--- src/rtl/cpu_pkg.sv ---
`default_nettype none
// ============================================================================
// Module      : cpu_pkg
// Description : Shared CPU constants: datapath width, register index width,
//               register count and the hard-wired zero register index.
// Ports       : none (package)
// Revision    : 1.0 - initial release
// ============================================================================
package cpu_pkg;

    localparam int DATA_W   = 32;
    localparam int ADDR_W   = 5;
    localparam int NUM_REGS = 2 ** ADDR_W;

    // Index of the architectural zero register ($0)
    localparam logic [ADDR_W-1:0] REG_ZERO = '0;

endpackage : cpu_pkg
`default_nettype wire

--- src/rtl/wb_mux.sv ---
`default_nettype none
// ============================================================================
// Module      : wb_mux
// Description : Write-back data select (load data vs ALU result). Pure
//               combinational mux; also instantiated by EX forwarding.
// Ports       : i_sel        1 = select i_mem_data, 0 = select i_alu_result
//               i_mem_data   load data
//               i_alu_result ALU result
//               o_wb_data    selected write-back data
// Revision    : 1.0 - initial release
// ============================================================================
module wb_mux #(
    parameter int DATA_W = cpu_pkg::DATA_W
) (
    input  logic              i_sel,
    input  logic [DATA_W-1:0] i_mem_data,
    input  logic [DATA_W-1:0] i_alu_result,
    output logic [DATA_W-1:0] o_wb_data
);

    assign o_wb_data = i_sel ? i_mem_data : i_alu_result;

endmodule : wb_mux
`default_nettype wire

--- src/rtl/wb_regfile.sv ---
`default_nettype none
// ============================================================================
// Module      : wb_regfile
// Description : MEM/WB write-back stage plus the architectural register file.
//               Selects write-back data, commits it on posedge, serves two
//               asynchronous ID read ports with optional same-cycle bypass,
//               exports the committed write for EX forwarding and counts
//               retired (effective) writes.
// Ports       : clk_i, rst_i (async, active-low)
//               RegWrite_i, MemtoReg_i, MemData_i, ALU_result_i, RDdata_i
//                                  MEM/WB inputs
//               RSaddr_i, RTaddr_i  ID read indices
//               RSdata_o, RTdata_o  read data (combinational)
//               WBdata_o            selected write-back data
//               WBwrite_o           effective write (RegWrite && rd != $0)
//               WBaddr_o            destination index
//               wb_count_o          effective writes since reset (wraps)
// Revision    : 1.0 - initial release
// ============================================================================
module wb_regfile #(
    parameter int DATA_W = cpu_pkg::DATA_W,
    parameter int ADDR_W = cpu_pkg::ADDR_W,
    parameter int CNT_W  = 32,
    parameter bit BYPASS = 1'b1
) (
    input  logic              clk_i,
    input  logic              rst_i,
    input  logic              RegWrite_i,
    input  logic              MemtoReg_i,
    input  logic [DATA_W-1:0] MemData_i,
    input  logic [DATA_W-1:0] ALU_result_i,
    input  logic [ADDR_W-1:0] RDdata_i,
    input  logic [ADDR_W-1:0] RSaddr_i,
    input  logic [ADDR_W-1:0] RTaddr_i,
    output logic [DATA_W-1:0] RSdata_o,
    output logic [DATA_W-1:0] RTdata_o,
    output logic [DATA_W-1:0] WBdata_o,
    output logic              WBwrite_o,
    output logic [ADDR_W-1:0] WBaddr_o,
    output logic [CNT_W-1:0]  wb_count_o
);

    import cpu_pkg::*;

    localparam int                c_NUM_REGS = 2 ** ADDR_W;
    localparam logic [ADDR_W-1:0] c_ZERO     = ADDR_W'(REG_ZERO);

    logic [DATA_W-1:0] r_regs [c_NUM_REGS];
    logic [CNT_W-1:0]  r_wb_count;

    logic [DATA_W-1:0] w_wb_data;
    logic              w_eff;
    logic              w_byp_en;

    wb_mux #(
        .DATA_W       (DATA_W)
    ) u_wb_mux (
        .i_sel        (MemtoReg_i),
        .i_mem_data   (MemData_i),
        .i_alu_result (ALU_result_i),
        .o_wb_data    (w_wb_data)
    );

    assign w_eff = RegWrite_i && (RDdata_i != c_ZERO);

    // Bypass is suppressed while reset is held so reads stay at zero even
    // if MEM/WB presents a write during reset.
    assign w_byp_en = BYPASS && w_eff && rst_i;

    // Entry 0 is cleared by reset and never written afterwards.
    always_ff @(posedge clk_i or negedge rst_i) begin
        if (!rst_i) begin
            for (int i = 0; i < c_NUM_REGS; i++) begin
                r_regs[i] <= '0;
            end
            r_wb_count <= '0;
        end else if (w_eff) begin
            r_regs[RDdata_i] <= w_wb_data;
            r_wb_count       <= r_wb_count + CNT_W'(1);
        end
    end

    // One read path, instantiated twice below. All inputs are arguments so
    // each continuous assignment is sensitive to everything it depends on.
    function automatic logic [DATA_W-1:0] f_read(
        input logic [ADDR_W-1:0] addr,
        input logic [DATA_W-1:0] stored,
        input logic              byp_en,
        input logic [ADDR_W-1:0] wr_addr,
        input logic [DATA_W-1:0] wr_data
    );
        logic [DATA_W-1:0] v;
        if (addr == c_ZERO) begin
            v = '0;
        end else if (byp_en && (addr == wr_addr)) begin
            v = wr_data;
        end else begin
            v = stored;
        end
        return v;
    endfunction

    assign RSdata_o = f_read(RSaddr_i, r_regs[RSaddr_i], w_byp_en, RDdata_i, w_wb_data);
    assign RTdata_o = f_read(RTaddr_i, r_regs[RTaddr_i], w_byp_en, RDdata_i, w_wb_data);

    assign WBdata_o   = w_wb_data;
    assign WBwrite_o  = w_eff;
    assign WBaddr_o   = RDdata_i;
    assign wb_count_o = r_wb_count;

endmodule : wb_regfile
`default_nettype wire

--- config.mk ---
export PLATFORM = sky130hd
export DESIGN_NAME = wb_regfile
export DESIGN_NICKNAME = d
export VERILOG_FILES = /design/src/rtl/cpu_pkg.sv /design/src/rtl/wb_mux.sv /design/src/rtl/wb_regfile.sv
export SDC_FILE = /design/constraint.sdc
export NUM_CORES = 2
export LEC_CHECK = 0
export CAP_MARGIN = 20
export CORE_UTILIZATION = 40
export DETAILED_ROUTE_END_ITERATION = 16
export SLEW_MARGIN = 20
export SYNTH_ARGS = -nofsm -noshare
export SYNTH_HDL_FRONTEND = slang
export SYNTH_SLANG_ARGS = --single-unit
--- constraint.sdc ---
create_clock -name clk_i -period 5.8 [get_ports clk_i]
set_input_delay 0.87 -clock clk_i [delete_from_list [all_inputs] [get_ports clk_i]]
set_output_delay 0.87 -clock clk_i [all_outputs]
set_load 0.005 [all_outputs]
Yosys cells after proc, flatten, opt, wreduce, memory -nomap -nowiden
Cells that the tools add are included.
{"block": "classes", "n_bitwise": 3, "reduce_logical": 8, "muxes": 14, "eq_ne": 2, "magnitude_cmp": 4, "n_addsub": 1}
{"cell": "1024-bit bitwise mux", "n": 1}
{"cell": "32-bit binary-select mux with 5-bit select", "n": 2}
{"cell": "32-bit 2-to-1 mux", "n": 10}
{"cell": "32-bit demux with 5-bit select", "n": 1}
{"cell": "32-bit by 1-bit adder with 32-bit output (second input constant)", "n": 1}
{"cell": "6-bit >= comparator (second input constant)", "n": 3}
{"cell": "5-bit NOT with 6-bit output", "n": 3}
{"cell": "5-bit equality test", "n": 2}
{"cell": "5-bit zero test", "n": 2}
{"cell": "6-bit by 1-bit < comparator with 1-bit output (second input constant)", "n": 1}
{"cell": "1-bit logical AND", "n": 5}
{"cell": "5-bit nonzero test", "n": 1}
{"block": "totals", "register_bits": 1056}

Depth between registers and ports, before layout
{"block": "depth", "word_depth": 6, "depth_mapped": 9, "ltp_nobuf": 6}

Cells and area by module
Synthesis repeated with hierarchy kept, for this count alone.
{"block": "hier_totals", "hier_cells": 4462, "hier_area_um2": 57970.6}
{"mod": "wb_regfile", "seq_area_each_um2": 26425.3, "n_inst": 1, "area_per_inst_um2": 57426.3, "cells_per_inst": 4426}
{"mod": "wb_mux", "seq_area_each_um2": 0.0, "n_inst": 1, "area_per_inst_um2": 544.3, "cells_per_inst": 36}

Worst setup path after synthesis
No wires, ideal clock.
{"block": "synth_timing", "kind": "input to output", "start": "in RTaddr_i[1]", "end": "out RTdata_o[14]", "path_stages": 9, "t_arrival_ns": 2.494, "path_buffers": 4, "slack_ns": 2.436, "path_cell_list": "buf_2 buf_2 buf_2 buf_2 mux4_2 mux2i_1 nor2_1 nor4_1 a21oi_1"}
{"block": "synth_between", "elab_chain_cells": 6, "elab_cells_between_ends": 9}
{"item": "from (decl)", "line": "wb_regfile.sv:34", "source": "input logic [ADDR_W-1:0] RTaddr_i,"}
{"item": "5-bit NOT with 6-bit output (not written as such)", "line": "wb_regfile.sv:104", "source": "assign RTdata_o = f_read(RTaddr_i, r_regs[RTaddr_i], w_byp_en, RDdata_i, w_wb_data);"}
{"item": "32-bit binary-select mux with 5-bit select", "line": "wb_regfile.sv:104"}
{"item": "32-bit 2-to-1 mux (not written as such) (2 in series)", "line": "wb_regfile.sv:104"}
{"item": "32-bit 2-to-1 mux", "line": "wb_regfile.sv:95", "source": "end else if (byp_en && (addr == wr_addr)) begin"}
{"item": "32-bit 2-to-1 mux (*)", "line": "wb_regfile.sv:93", "source": "if (addr == c_ZERO) begin"}
{"item": "to (decl)", "line": "wb_regfile.sv:36", "source": "output logic [DATA_W-1:0] RTdata_o,"}
Every way passes the cells marked *; elsewhere a longest branch is shown, timed or not. The select of a mux whose other input is x is not followed.

Worst setup path in the final report
{"block": "layout_timing", "start": "in RSaddr_i[4]", "end": "out RSdata_o[24]"}
{"block": "layout_between", "elab_chain_cells": 6, "elab_cells_between_ends": 9}
{"item": "from (decl)", "line": "wb_regfile.sv:33", "source": "input logic [ADDR_W-1:0] RSaddr_i,"}
{"item": "5-bit NOT with 6-bit output (not written as such)", "line": "wb_regfile.sv:103", "source": "assign RSdata_o = f_read(RSaddr_i, r_regs[RSaddr_i], w_byp_en, RDdata_i, w_wb_data);"}
{"item": "32-bit binary-select mux with 5-bit select", "line": "wb_regfile.sv:103"}
{"item": "32-bit 2-to-1 mux (not written as such) (2 in series)", "line": "wb_regfile.sv:103"}
{"item": "32-bit 2-to-1 mux", "line": "wb_regfile.sv:95"}
{"item": "32-bit 2-to-1 mux (*)", "line": "wb_regfile.sv:93"}
{"item": "to (decl)", "line": "wb_regfile.sv:35", "source": "output logic [DATA_W-1:0] RSdata_o,"}
Marks and branches as above.

==> flow_summary_export.csv <==
group,metric,value,unit
global_routing,grt_max_degree,179,
setup_path,critPathCaptureType,"output pin",
detailed_routing,drt_iter0_drc,4621,
global_routing,grt_pass1_wl,289.7,mm
cells_and_area,ff_latch_area,26430,um2
setup_path,regToRegEndpoint,"wb_count_o[28]",
setup_path,cp.required,4930,ps
logic_synthesis,synth_ff_type,"dfrtp_1",
placed_design,gp_routability_congestion,0.8348,
sta,setup_viol,0,
placed_design,placed_area,60140,um2
setup_path,r2r_start,"wb_count_o[0]",
logic_synthesis,yosys.area_share.adder,0.02247,%
setup_path,start_kind,"primary input",
cells_and_area,drive_gt1_share,18.01,%
floorplan,dieArea,140700,um2
sta,finalClockSkew,3.392,ps
clock_tree,clk-insertion-delay-late,710,ps
floorplan,die_h,375.1,um
sta,relSlewSlack,20.24,%
sta,slew_violations,0,
cells_and_area,final_cell_mix,"dfrtp_1, nor2_1, a21oi_1, o21ai_0, nand2_1",
clock_tree,cts_made_buffers,114,
sta,hold_viol,0,
global_routing,gr-total-overflow,0,
logic_synthesis,synth_cell_types,47,
run,maxCapViolations,0,
logic_synthesis,syn-num-nets,5576,
cells_and_area,mostFrequentLayoutCell,"dfrtp_1",
setup_path,slowest_delay,850,ps
global_routing,grt_pass1_vias,42600,
setup_path,critical_path_class,"primary input to output pin",
sta,fin_crit_sh,95.16,%
logic_synthesis,synth_seq_cells,1056,
logic_synthesis,synthMuxAreaShare,20.08,%
logic_synthesis,yosysWarnings,0,
floorplan,start_util,40.39,%
floorplan,rows,136,
detailed_routing,drtAntennaViolNets,0,
logic_synthesis,synth_xor_area_share,0.6450,%
setup_path,arrival,4650,ps
setup_path,rr_worst_depth,6,
logic_synthesis,synthCells,5492,
cells_and_area,multi_input_area,27040,um2
sta,clock.fmax,0.1812,GHz
clock_tree,cts_tree,"built",
logic_synthesis,syn_area,55670,um2
pwr,ir_drop,0.2454,mV
floorplan,ios,217,
logic_synthesis,async_flop_share,100.0,%
worst_hold_path,min_path_type,"primary input to asynchronous set/reset pin",
sta,timing.final.crit_period,5519,ps
clock_tree,cts_buffer_depth,3,
cells_and_area,fillers,12760,
clock_tree,h-tree-depth,3,
detailed_routing,first_pass_iters,7,
sta,tightestPinTransition,1194,ps
setup_path,cp_slowest_cell,"a2111oi_0",
logic_synthesis,synth-compound-area-share,15.56,%
global_routing,grt_usage,27.62,%
setup_path,crit_chain,"clkdlybuf4s50_1 -> nand2b_2 -> buf_4 -> a2111oi_0 -> a2111oi_0 -> buf_4 -> a21oi_1 -> clkdlybuf4s50_1",
floorplan,placeableCoreArea,137800,um2
clock_tree,ctsRootBufferMaster,"clkbuf_16",
detailed_routing,post-route-drc-count,0,
sta,tns,0,ps
detailed_routing,viasPerCell,6.020,
detailed_routing,vias,44170,
detailed_routing,drt_wl_total,196.0,mm
detailed_routing,wire_per_inst,26.72,um
clock_tree,post_cts_buffers,0,
clock_tree,cts_resized,0,
cells_and_area,fin_area,64230,um2
floorplan,floorplan.die.width,375.1,um
cells_and_area,nNetsFinal,5534,
placed_design,dp_hpwl,115.7,mm
logic_synthesis,synthSimpleGateAreaFrac,11.41,%
placed_design,io_buffers,216,
clock_tree,clkTransAtPathRegs,60,ps
setup_path,r2r_setup_slack,3490,ps
logic_synthesis,ys_seq_area_share,47.47,%
sta,grt_setup_unrepaired,"false",
setup_path,crit_fanout,14,
clock_tree,clock-sinks,1056,
logic_synthesis,postSynthAreaPerCell,10.14,um2
clock_tree,cts-hold-fix-buffers,0,
cells_and_area,area_delta_synth_final,15.36,%
global_routing,antenna_found_initial,5,
pwr,p_leak,27.04,nW
logic_synthesis,synth_top_family_by_area,"multiplexers",
pwr,power_density,358.8,nW/um2
logic_synthesis,synth_edf_count,0,
status,status,"finished, final reports clean",
[registers in the layout (all words and copies together), names as in the netlist]
signal      count
wb_count_o     32
r_regs       1024
[cell type report]
class	count	share of cell area, %
multi-input combinational	3816	42.10
sequential	1056	41.14
timing repair buffer	428	6.741
clock buffer	168	5.466
tap	1794	3.495
clock inverter	40	0.8552
inverter	34	0.1987
antenna	1	0.003896
[routing by layer]
metal | global-route usage (%) | vias to the layer above | part of all wire, %
li1 | - | 19620 | -
met5 | 0 | - | 0
met1 | 39.00 | 22310 | 43
met4 | 9.865 | 0 | 3.6
met2 | 42.37 | 1888 | 45
met3 | 5.283 | 358 | 8.5
[cells in the mapped netlist (17+ instances only)]
library cell,number,area [um2]
nand2_1,513,1926
a2111oi_0,91,797.0
a21oi_1,574,2873
mux2i_1,273,2733
buf_2,149,745.7
mux2_2,226,2545
o21ai_0,568,2843
inv_1,33,123.9
nor2b_1,165,1032
a211oi_1,162,1216
nor4_1,67,419.2
xnor2_1,27,236.5
buf_4,24,180.2
clkbuf_1,395,1483
a221oi_1,25,219.0
mux4_2,262,5901
nor2_1,657,2466
o22ai_1,94,588.1
nand3_1,17,85.08
dfrtp_1,1056,26430
[worst max-delay path by stage]
stage	endpoint	start
3_5_place_dp	RSdata_o[9]	RSaddr_i[1]
5_1_grt	RSdata_o[24]	RSaddr_i[4]
2_1_floorplan	RTdata_o[14]	RTaddr_i[1]
4_1_cts	RSdata_o[9]	RSaddr_i[1]
6_report	RSdata_o[24]	RSaddr_i[4]
3_3_place_gp	RSdata_o[9]	RSaddr_i[1]
[logic make-up after synthesis]
| kind of cell | after synthesis |
|---|---|
| xor+xnor | 41 |
| flops | 1056 |
| compound gates | 1529 |
| simple gates | 1484 |
| fa+ha+maj | 1 |
| buf+inv | 620 |
| mux | 761 |
[per-stage QoR]
stage	setup WS, ps	utilization [%]	total power (W)	instances	hold WS, ps
5_1_grt	284.8	46.60	0.02412	7336	232.7
2_1_floorplan	2436	-	0.01333	5492	441.3
3_3_place_gp	387.6	43.62	0.01501	7127	378.5
6_report	280.5	46.60	0.02305	7337	179.4
4_1_cts	399.5	46.58	0.02309	7335	173.8
3_5_place_dp	430.7	43.63	0.01520	7127	388.0
[power by group]
part           leakage [nW]  internal, W  switching [W]  total (W)
registers              13.2      0.00893        0.00120     0.0101
logic                  11.8      0.00260        0.00244    0.00504
clock network          2.02      0.00474        0.00314    0.00788
total                  27.0       0.0163        0.00679     0.0230
[critical path, delay by kind of cell]
| kind | cells | cell delay (ps) |
|---|---|---|
| compound gates | 3 | 1100 |
| buf+inv | 4 | 1900 |
| simple gates | 1 | 760 |
(Power assumes the default switching activity.)
